## config.mk

```make
export PLATFORM = sky130hd
export DESIGN_NAME = prim_timer_ctrl
export DESIGN_NICKNAME = d
export VERILOG_FILES = /design/src/rtl/prim_timer_ctrl.sv
export SDC_FILE = /design/constraint.sdc
export NUM_CORES = 1
export LEC_CHECK = 0
export ABC_AREA = 1
export BUFFER_PORTS_ARGS = -buffer_cell sky130_fd_sc_hd__buf_4
export CAP_MARGIN = 15
export CORE_MARGIN = 5
export CORE_UTILIZATION = 40
export DETAILED_ROUTE_END_ITERATION = 6
export GPL_ROUTABILITY_DRIVEN = 0
export GPL_TIMING_DRIVEN = 0
export PLACE_DENSITY = 0.72
export SLEW_MARGIN = 20
export SYNTH_ARGS = -nofsm -noshare
export SYNTH_HDL_FRONTEND = slang
export SYNTH_SLANG_ARGS = --single-unit
```

## constraint.sdc

```tcl
create_clock -name i_clk -period 1.7 [get_ports i_clk]
set_input_delay 0.17 -clock i_clk [delete_from_list [all_inputs] [get_ports i_clk]]
set_output_delay 0.17 -clock i_clk [all_outputs]
set_load 0.01 [all_outputs]
```

## src/rtl/prim_timer_ctrl.sv

```systemverilog
// prim_timer_ctrl: prescaled tick timer with one-shot and periodic modes.
// A start pulse latches mode/period/prescale and runs the counter. The counter
// advances once per prescaled tick. Each expiry sets a sticky interrupt, which
// is cleared by an acknowledge. All outputs come straight from flops.
module prim_timer_ctrl #(
  parameter int unsigned WIDTH     = 32,
  parameter int unsigned PSC_WIDTH = 8
) (
  input  logic                 i_clk,
  input  logic                 i_rstn,
  input  logic                 i_start,
  input  logic                 i_stop,
  input  logic                 i_mode,
  input  logic [WIDTH-1:0]     i_period,
  input  logic [PSC_WIDTH-1:0] i_prescale,
  input  logic                 i_irq_ack,
  output logic [WIDTH-1:0]     o_count,
  output logic                 o_busy,
  output logic                 o_irq,
  output logic [1:0]           o_state
);

  typedef enum logic [1:0] {
    ST_IDLE = 2'd0,
    ST_RUN  = 2'd1,
    ST_DONE = 2'd2
  } state_e;

  state_e                 state_r;
  state_e                 state_s;
  logic [WIDTH-1:0]       count_r;
  logic [WIDTH-1:0]       count_s;
  logic [WIDTH-1:0]       period_r;
  logic [WIDTH-1:0]       period_s;
  logic [PSC_WIDTH-1:0]   psc_r;
  logic [PSC_WIDTH-1:0]   psc_s;
  logic [PSC_WIDTH-1:0]   prescale_r;
  logic [PSC_WIDTH-1:0]   prescale_s;
  logic                   mode_r;
  logic                   mode_s;
  logic                   irq_r;
  logic                   irq_s;
  logic                   busy_r;

  // Next-state, counter, prescaler, latched configuration and interrupt logic.
  always_comb begin
    state_s    = state_r;
    count_s    = count_r;
    psc_s      = psc_r;
    period_s   = period_r;
    prescale_s = prescale_r;
    mode_s     = mode_r;

    // Ack clears the interrupt; an expiry on the same edge re-sets it below.
    if (i_irq_ack) begin
      irq_s = 1'b0;
    end else begin
      irq_s = irq_r;
    end

    if (i_stop) begin
      // Stop wins over start. It only aborts a running timer; the
      // unreachable encoding is steered back to IDLE as well.
      case (state_r)
        ST_IDLE: state_s = ST_IDLE;
        ST_DONE: state_s = ST_DONE;
        default: state_s = ST_IDLE;
      endcase
    end else if (i_start) begin
      state_s    = ST_RUN;
      count_s    = {WIDTH{1'b0}};
      psc_s      = {PSC_WIDTH{1'b0}};
      period_s   = i_period;
      prescale_s = i_prescale;
      mode_s     = i_mode;
    end else begin
      case (state_r)
        ST_IDLE: state_s = ST_IDLE;
        ST_DONE: state_s = ST_DONE;
        ST_RUN: begin
          if (psc_r == prescale_r) begin
            psc_s = {PSC_WIDTH{1'b0}};
            if (count_r == period_r) begin
              irq_s = 1'b1;
              if (mode_r) begin
                count_s = {WIDTH{1'b0}};
              end else begin
                state_s = ST_DONE;
              end
            end else begin
              count_s = count_r + WIDTH'(1);
            end
          end else begin
            psc_s = psc_r + PSC_WIDTH'(1);
          end
        end
        default: state_s = ST_IDLE;
      endcase
    end
  end

  // State and datapath registers with synchronous active-low reset.
  always_ff @(posedge i_clk) begin
    if (!i_rstn) begin
      state_r    <= ST_IDLE;
      count_r    <= {WIDTH{1'b0}};
      psc_r      <= {PSC_WIDTH{1'b0}};
      period_r   <= {WIDTH{1'b0}};
      prescale_r <= {PSC_WIDTH{1'b0}};
      mode_r     <= 1'b0;
      irq_r      <= 1'b0;
      busy_r     <= 1'b0;
    end else begin
      state_r    <= state_s;
      count_r    <= count_s;
      psc_r      <= psc_s;
      period_r   <= period_s;
      prescale_r <= prescale_s;
      mode_r     <= mode_s;
      irq_r      <= irq_s;
      busy_r     <= (state_s == ST_RUN);
    end
  end

  assign o_state = state_r;
  assign o_busy  = busy_r;
  assign o_count = count_r;
  assign o_irq   = irq_r;

endmodule
```

## Word level (Yosys, flattened, before mapping)

Cells that the tools add are included.

| word-level totals | value |
|---|---|
| register bits after elaboration | 85 |
| bits of input ports | 46 |
| output and inout bits | 36 |
| logic and storage cells | 43 |

| cells by class | value |
|---|---|
| add/subtract/negate cells | 2 |
| equal/unequal tests | 6 |
| muxes and demuxes | 21 |
| bitwise logic cells | 1 |
| reduce and logical (&&, ||, !) cells | 5 |

Operator list:

| cell | number |
|---|---|
| 2-to-1 mux 32 bit | 5 |
| adder 32 x 1 -> 32 bit (second input constant) | 1 |
| equality test 32 bit | 1 |
| 2-to-1 mux 8 bit | 3 |
| 2-to-1 mux 2 bit | 6 |
| adder 8 x 1 -> 8 bit (second input constant) | 1 |
| equality test 8 bit | 1 |
| 2-to-1 mux 1 bit | 6 |
| equality test 2 x 1 -> 1 bit (second input constant) | 2 |
| case mux 2 bit (2 select lines) | 1 |
| AND reduction 2 bit | 2 |
| AND reduction 4 bit | 1 |
| nonzero test 2 bit | 2 |
| inequality test 3 bit (second input constant) | 1 |
| equality test 2 bit (second input constant) | 1 |
| NOT 1 bit | 1 |

## Logic depth before layout (Yosys ltp)

| depth | value |
|---|---|
| word-level depth | 7 |
| mapped depth | 15 |
| gate-level depth less buffers | 14 |

## Worst setup path after synthesis

Ideal clock, no wire load.

| timing | value |
|---|---|
| path type | register to register |
| start point | reg count_r[0] (netlist: o_count[0]) |
| end point | reg count_r[22] (netlist: o_count[22]) |
| setup time | 119 ps |
| arrival | 1753 ps |
| required time | 1581 ps |
| setup slack | -172 ps |
| cell stages (with the launch flop) | 13 |
| path buffers | 0 |
| period minus slack after synthesis | 1872 ps |
| cell sequence | dfxtp_1 ha_1 nand3_1 nor2_1 nand2_1 nor2_1 nand4_1 nor3_1 nand2_1 nor2_1 nand2_1 nand2_1 nor2_1 |

| on the way | value |
|---|---|
| word-level cells in the longest chain between the ends | 5 |
| elaborated cells on any way between the ends | 8 |
| those cells by class | add/sub: 1; eq/ne: 2; mux: 4; reduce/logical: 1 |

RTL lines:

| item | RTL line | source |
|---|---|---|
| start: declaration | 31 | `logic [WIDTH-1:0] count_r;` |
| start signal: assignment | 106 | `count_r <= {WIDTH{1'b0}};` |
| start signal: assignment | 115 | `count_r <= count_s;` |
| adder 32 x 1 -> 32 bit / equality test 32 bit (equally long branches) | 91, 83 |  |
| 2-to-1 mux 32 bit | 83 | `if (count_r == period_r) begin` |
| 2-to-1 mux 32 bit | 81 | `if (psc_r == prescale_r) begin` |
| 2-to-1 mux 32 bit | 77 | `case (state_r)` |
| 2-to-1 mux 32 bit | 69 | `end else if (i_start) begin` |

Several ways; a longest one is shown, not always the timed one. The select of a mux whose other input is x is not followed.
A chain may end at the register's enable or synchronous reset.

## Worst setup path after layout

| timing | value |
|---|---|
| start point | reg count_r[20] (netlist: o_count[20]) |
| end point | reg count_r[13] (netlist: o_count[13]) |

| on the way | value |
|---|---|
| word-level cells in the longest chain between the ends | 5 |
| elaborated cells on any way between the ends | 7 |
| those cells by class | eq/ne: 2; mux: 4; reduce/logical: 1 |

RTL lines:

| item | RTL line |
|---|---|
| equality test 32 bit * | 83 |
| 2-to-1 mux 32 bit | 83 |
| 2-to-1 mux 32 bit | 81 |
| 2-to-1 mux 32 bit | 77 |
| 2-to-1 mux 32 bit | 69 |

Mark *: on every way between the ends. The rest lies on a longest branch, timed or not. The select of a mux whose other input is x is not followed.

==> out/summary.txt <==
syn_area_per_cell: 6.37 µm²
via count of the first global-routing pass: 5081
Area Growth Syn to Fin: 40.8%
CP Capture Type: register
final hold vios: 0
CP Launch Type: register
WS Path Type: register to register
Avg WL per Cell: 16.5 µm
Rel. slew slack: 52.6%
via count: 5487
clk sinks: 85
clock root buffer: clkbuf_16
core footprint: 11900 µm²
sequential share of the synthesized area: 35.6%
die height: 119 µm
fill cell count: 1093
CTS tree: built
Post-synth top flop: dfxtp_1
Min Clock Period, post-route: 1.93 ns
Worst R2R Start: o_count[20]
initial antenna violation count: 0
first-pass GRT wire length: 25.7 mm
number of H-tree levels: 3
number of flops mapped to enable cells by yosys: 0
Worst Skew: 0.00706 ns
Worst R2R Path Depth: 14
Leak Pwr: 2.79 nW
Tot GR Track Use: 22.9%
worst-skew pair later-pin latency: 0.35 ns
hold path startpoint: i_stop
R2R Setup Slk: -0.23 ns
Clk pin slew, worst setup/hold paths: 0.06 ns
Post-Syn Area: 4780 µm²
number of port buffers: 80
CP max FO: 7
detailed placer's ending HPWL: 11.3 mm
Gate Count Post-Synth: 750
min-delay worst type: input port to register
fmax: 519 MHz
Via-to-Cell Ratio: 5.30
syn_nets: 800
IO Pins: 82
drt pass-1 iters: 6
max-slew violations: 0
Max Cap Viol: 0
Util after Layout: 56.8%
Ant. Diodes: 0
row count: 40
total chip power: 4.72 mW
Hold Buf Count CTS: 0
hold depth: 2
failing checks: setup timing
# DRC: 0
Max VDD drop: 0.000524 V
most frequent cells in the layout: nand2_1 (194), buf_4 (121), nor2_1 (116)
CTS max path bufs: 2
worst reg2reg endpoint: o_count[13]
Req. time, crit path: 1.96 ns
Worst Setup Slack, final: -0.228 ns
RSZ-0062 raised after global routing: true
die area: 14200 µm²
PD cells: 701 nW/µm²
Die X: 119 µm
share of post-route cells with drive strength above 1: 30.1%
warnings from Yosys: 0
Yosys cell types: 30
WHS Endpoint: o_state[0]
cts bufs inserted: 9
initial DRC count: 552
starting density of the core: 40.3%
setup violators final: 36
antenna viol nets, final: 0
worst hold slack: 0.0267 ns
asr flop ratio synth: 0%
final period utilization: 113%
transition time of the tightest slew-check pin: 0.712 ns
most common cell after layout, fill and taps aside: nand2_1
GR Overflow Total: 0
Synth Register Bits: 85
status: finished with violations
pin count of the biggest net entering global routing: 14
Worst EP arrival: 2.19 ns
WL final: 17.1 mm
layout net count: 933
==> synth_stat cells, types with 7 or more instances <==
| cell type | count | share of area, % |
|---|---|---|
| inv_1 | 65 | 5.1 |
| nor2_1 | 133 | 10 |
| nand2_1 | 211 | 17 |
| nor3_1 | 13 | 1.4 |
| dfxtp_1 | 85 | 36 |
| xor2_1 | 12 | 2.2 |
| nand3_1 | 33 | 3.5 |
| buf_2 | 7 | 0.73 |
| a21oi_1 | 47 | 4.9 |
| o21ai_0 | 50 | 5.2 |
| xnor2_1 | 27 | 4.9 |
| nand4_1 | 8 | 1.0 |
| clkbuf_1 | 15 | 1.2 |
| nor3b_1 | 8 | 1.3 |
==> per-layer routing <==
metal | wire length [µm] | share of wire (%) | track usage [%] | up-vias
met4 | 811 | 4.8 | 9.38 | 0
met2 | 7840 | 46 | 37.6 | 284
li1 | - | - | - | 2636
met1 | 6950 | 41 | 28.7 | 2490
met3 | 1460 | 8.5 | 5.46 | 77
met5 | 0 | 0 | 0 | -
==> sequential cells by signal (all words and copies together), names as in the netlist <==
register	count
o_count	32
period_r	32
prescale_r	8
psc_r	8
o_state	2
mode_r	1
o_busy	1
o_irq	1
==> critical path, cell delays in order, from the launching register on <==
cell	delay (ns)
dfxtp_2	0.37
inv_4	0.09
nand2_1	0.05
nand2_1	0.05
nand2_1	0.07
nor2_2	0.13
nand2_2	0.09
nor2_4	0.15
nand2_4	0.07
o21ai_4	0.16
buf_8	0.18
buf_12	0.12
buf_16	0.11
nand2_1	0.07
a21oi_1	0.14
==> where the power goes <==
group          leakage (nW)  switching [mW]  internal [mW]  total, mW
combinational          1.93           0.354          0.291      0.645
sequential            0.722          0.0602           2.02       2.08
clock                 0.143           0.820           1.18       1.99
==> area by class of cell <==
class | instances | area (µm²) | area share [%]
plain buffers | 26 | 175 | 2.60
flip-flops and latches | 85 | 1830 | 27.1
multi-input cells | 565 | 2970 | 44.1
well taps | 147 | 184 | 2.73
clock buffers | 12 | 246 | 3.66
inverters | 70 | 270 | 4.01
clock inverters | 4 | 47.5 | 0.706
repair buffers | 126 | 1010 | 15.1
==> per-stage QoR <==
| step | setup WS [ns] | area, µm² | TNS (ns) | cells |
|---|---|---|---|---|
| 2_1_floorplan | 0.000338 | 4830 | 0 | 750 |
| 5_1_grt | -0.298 | 6730 | -6.88 | 1035 |
| 4_1_cts | -0.111 | 6490 | -2.32 | 1024 |
| 3_5_place_dp | -0.546 | 5610 | -28.75 | 977 |
| 3_3_place_gp | -0.551 | 5610 | -28.62 | 977 |
| 6_report | -0.228 | 6730 | -4.20 | 1035 |
==> what timing repair did <==
item | CTS | global route
setup endpoints to repair | 66 | 67
pin swaps | 36 | 25
setup buffers | 33 | 11
gates resized for setup | 110 | 45
cloned | 2 | 0
==> how the worst max path moves through the flow <==
stage	end	cells past startpoint	slack, ns	start
after detailed placement	period_r[15]	8	-0.55	i_start
final	o_count[13]	14	-0.23	o_count[20]
after floorplan	o_count[1]	13	0.0003	o_count[15]
after global placement	period_r[15]	8	-0.55	i_start
after global routing	o_count[20]	11	-0.30	o_count[0]
after CTS	o_count[31]	12	-0.11	o_count[7]
==> cells by family after synthesis <==
group                      count (synthesis)  share of synthesized area, %
xor gates and xnor gates                  39                          7.14
and+or+nand+nor                          416                          35.7
adders and majority gates                  4                          1.05
AOI/OAI and AO/OA                        106                          11.7
buffers and inverters                    100                          8.82
DFF                                       85                          35.6
No activity file was read; power rests on OpenSTA's default activity.
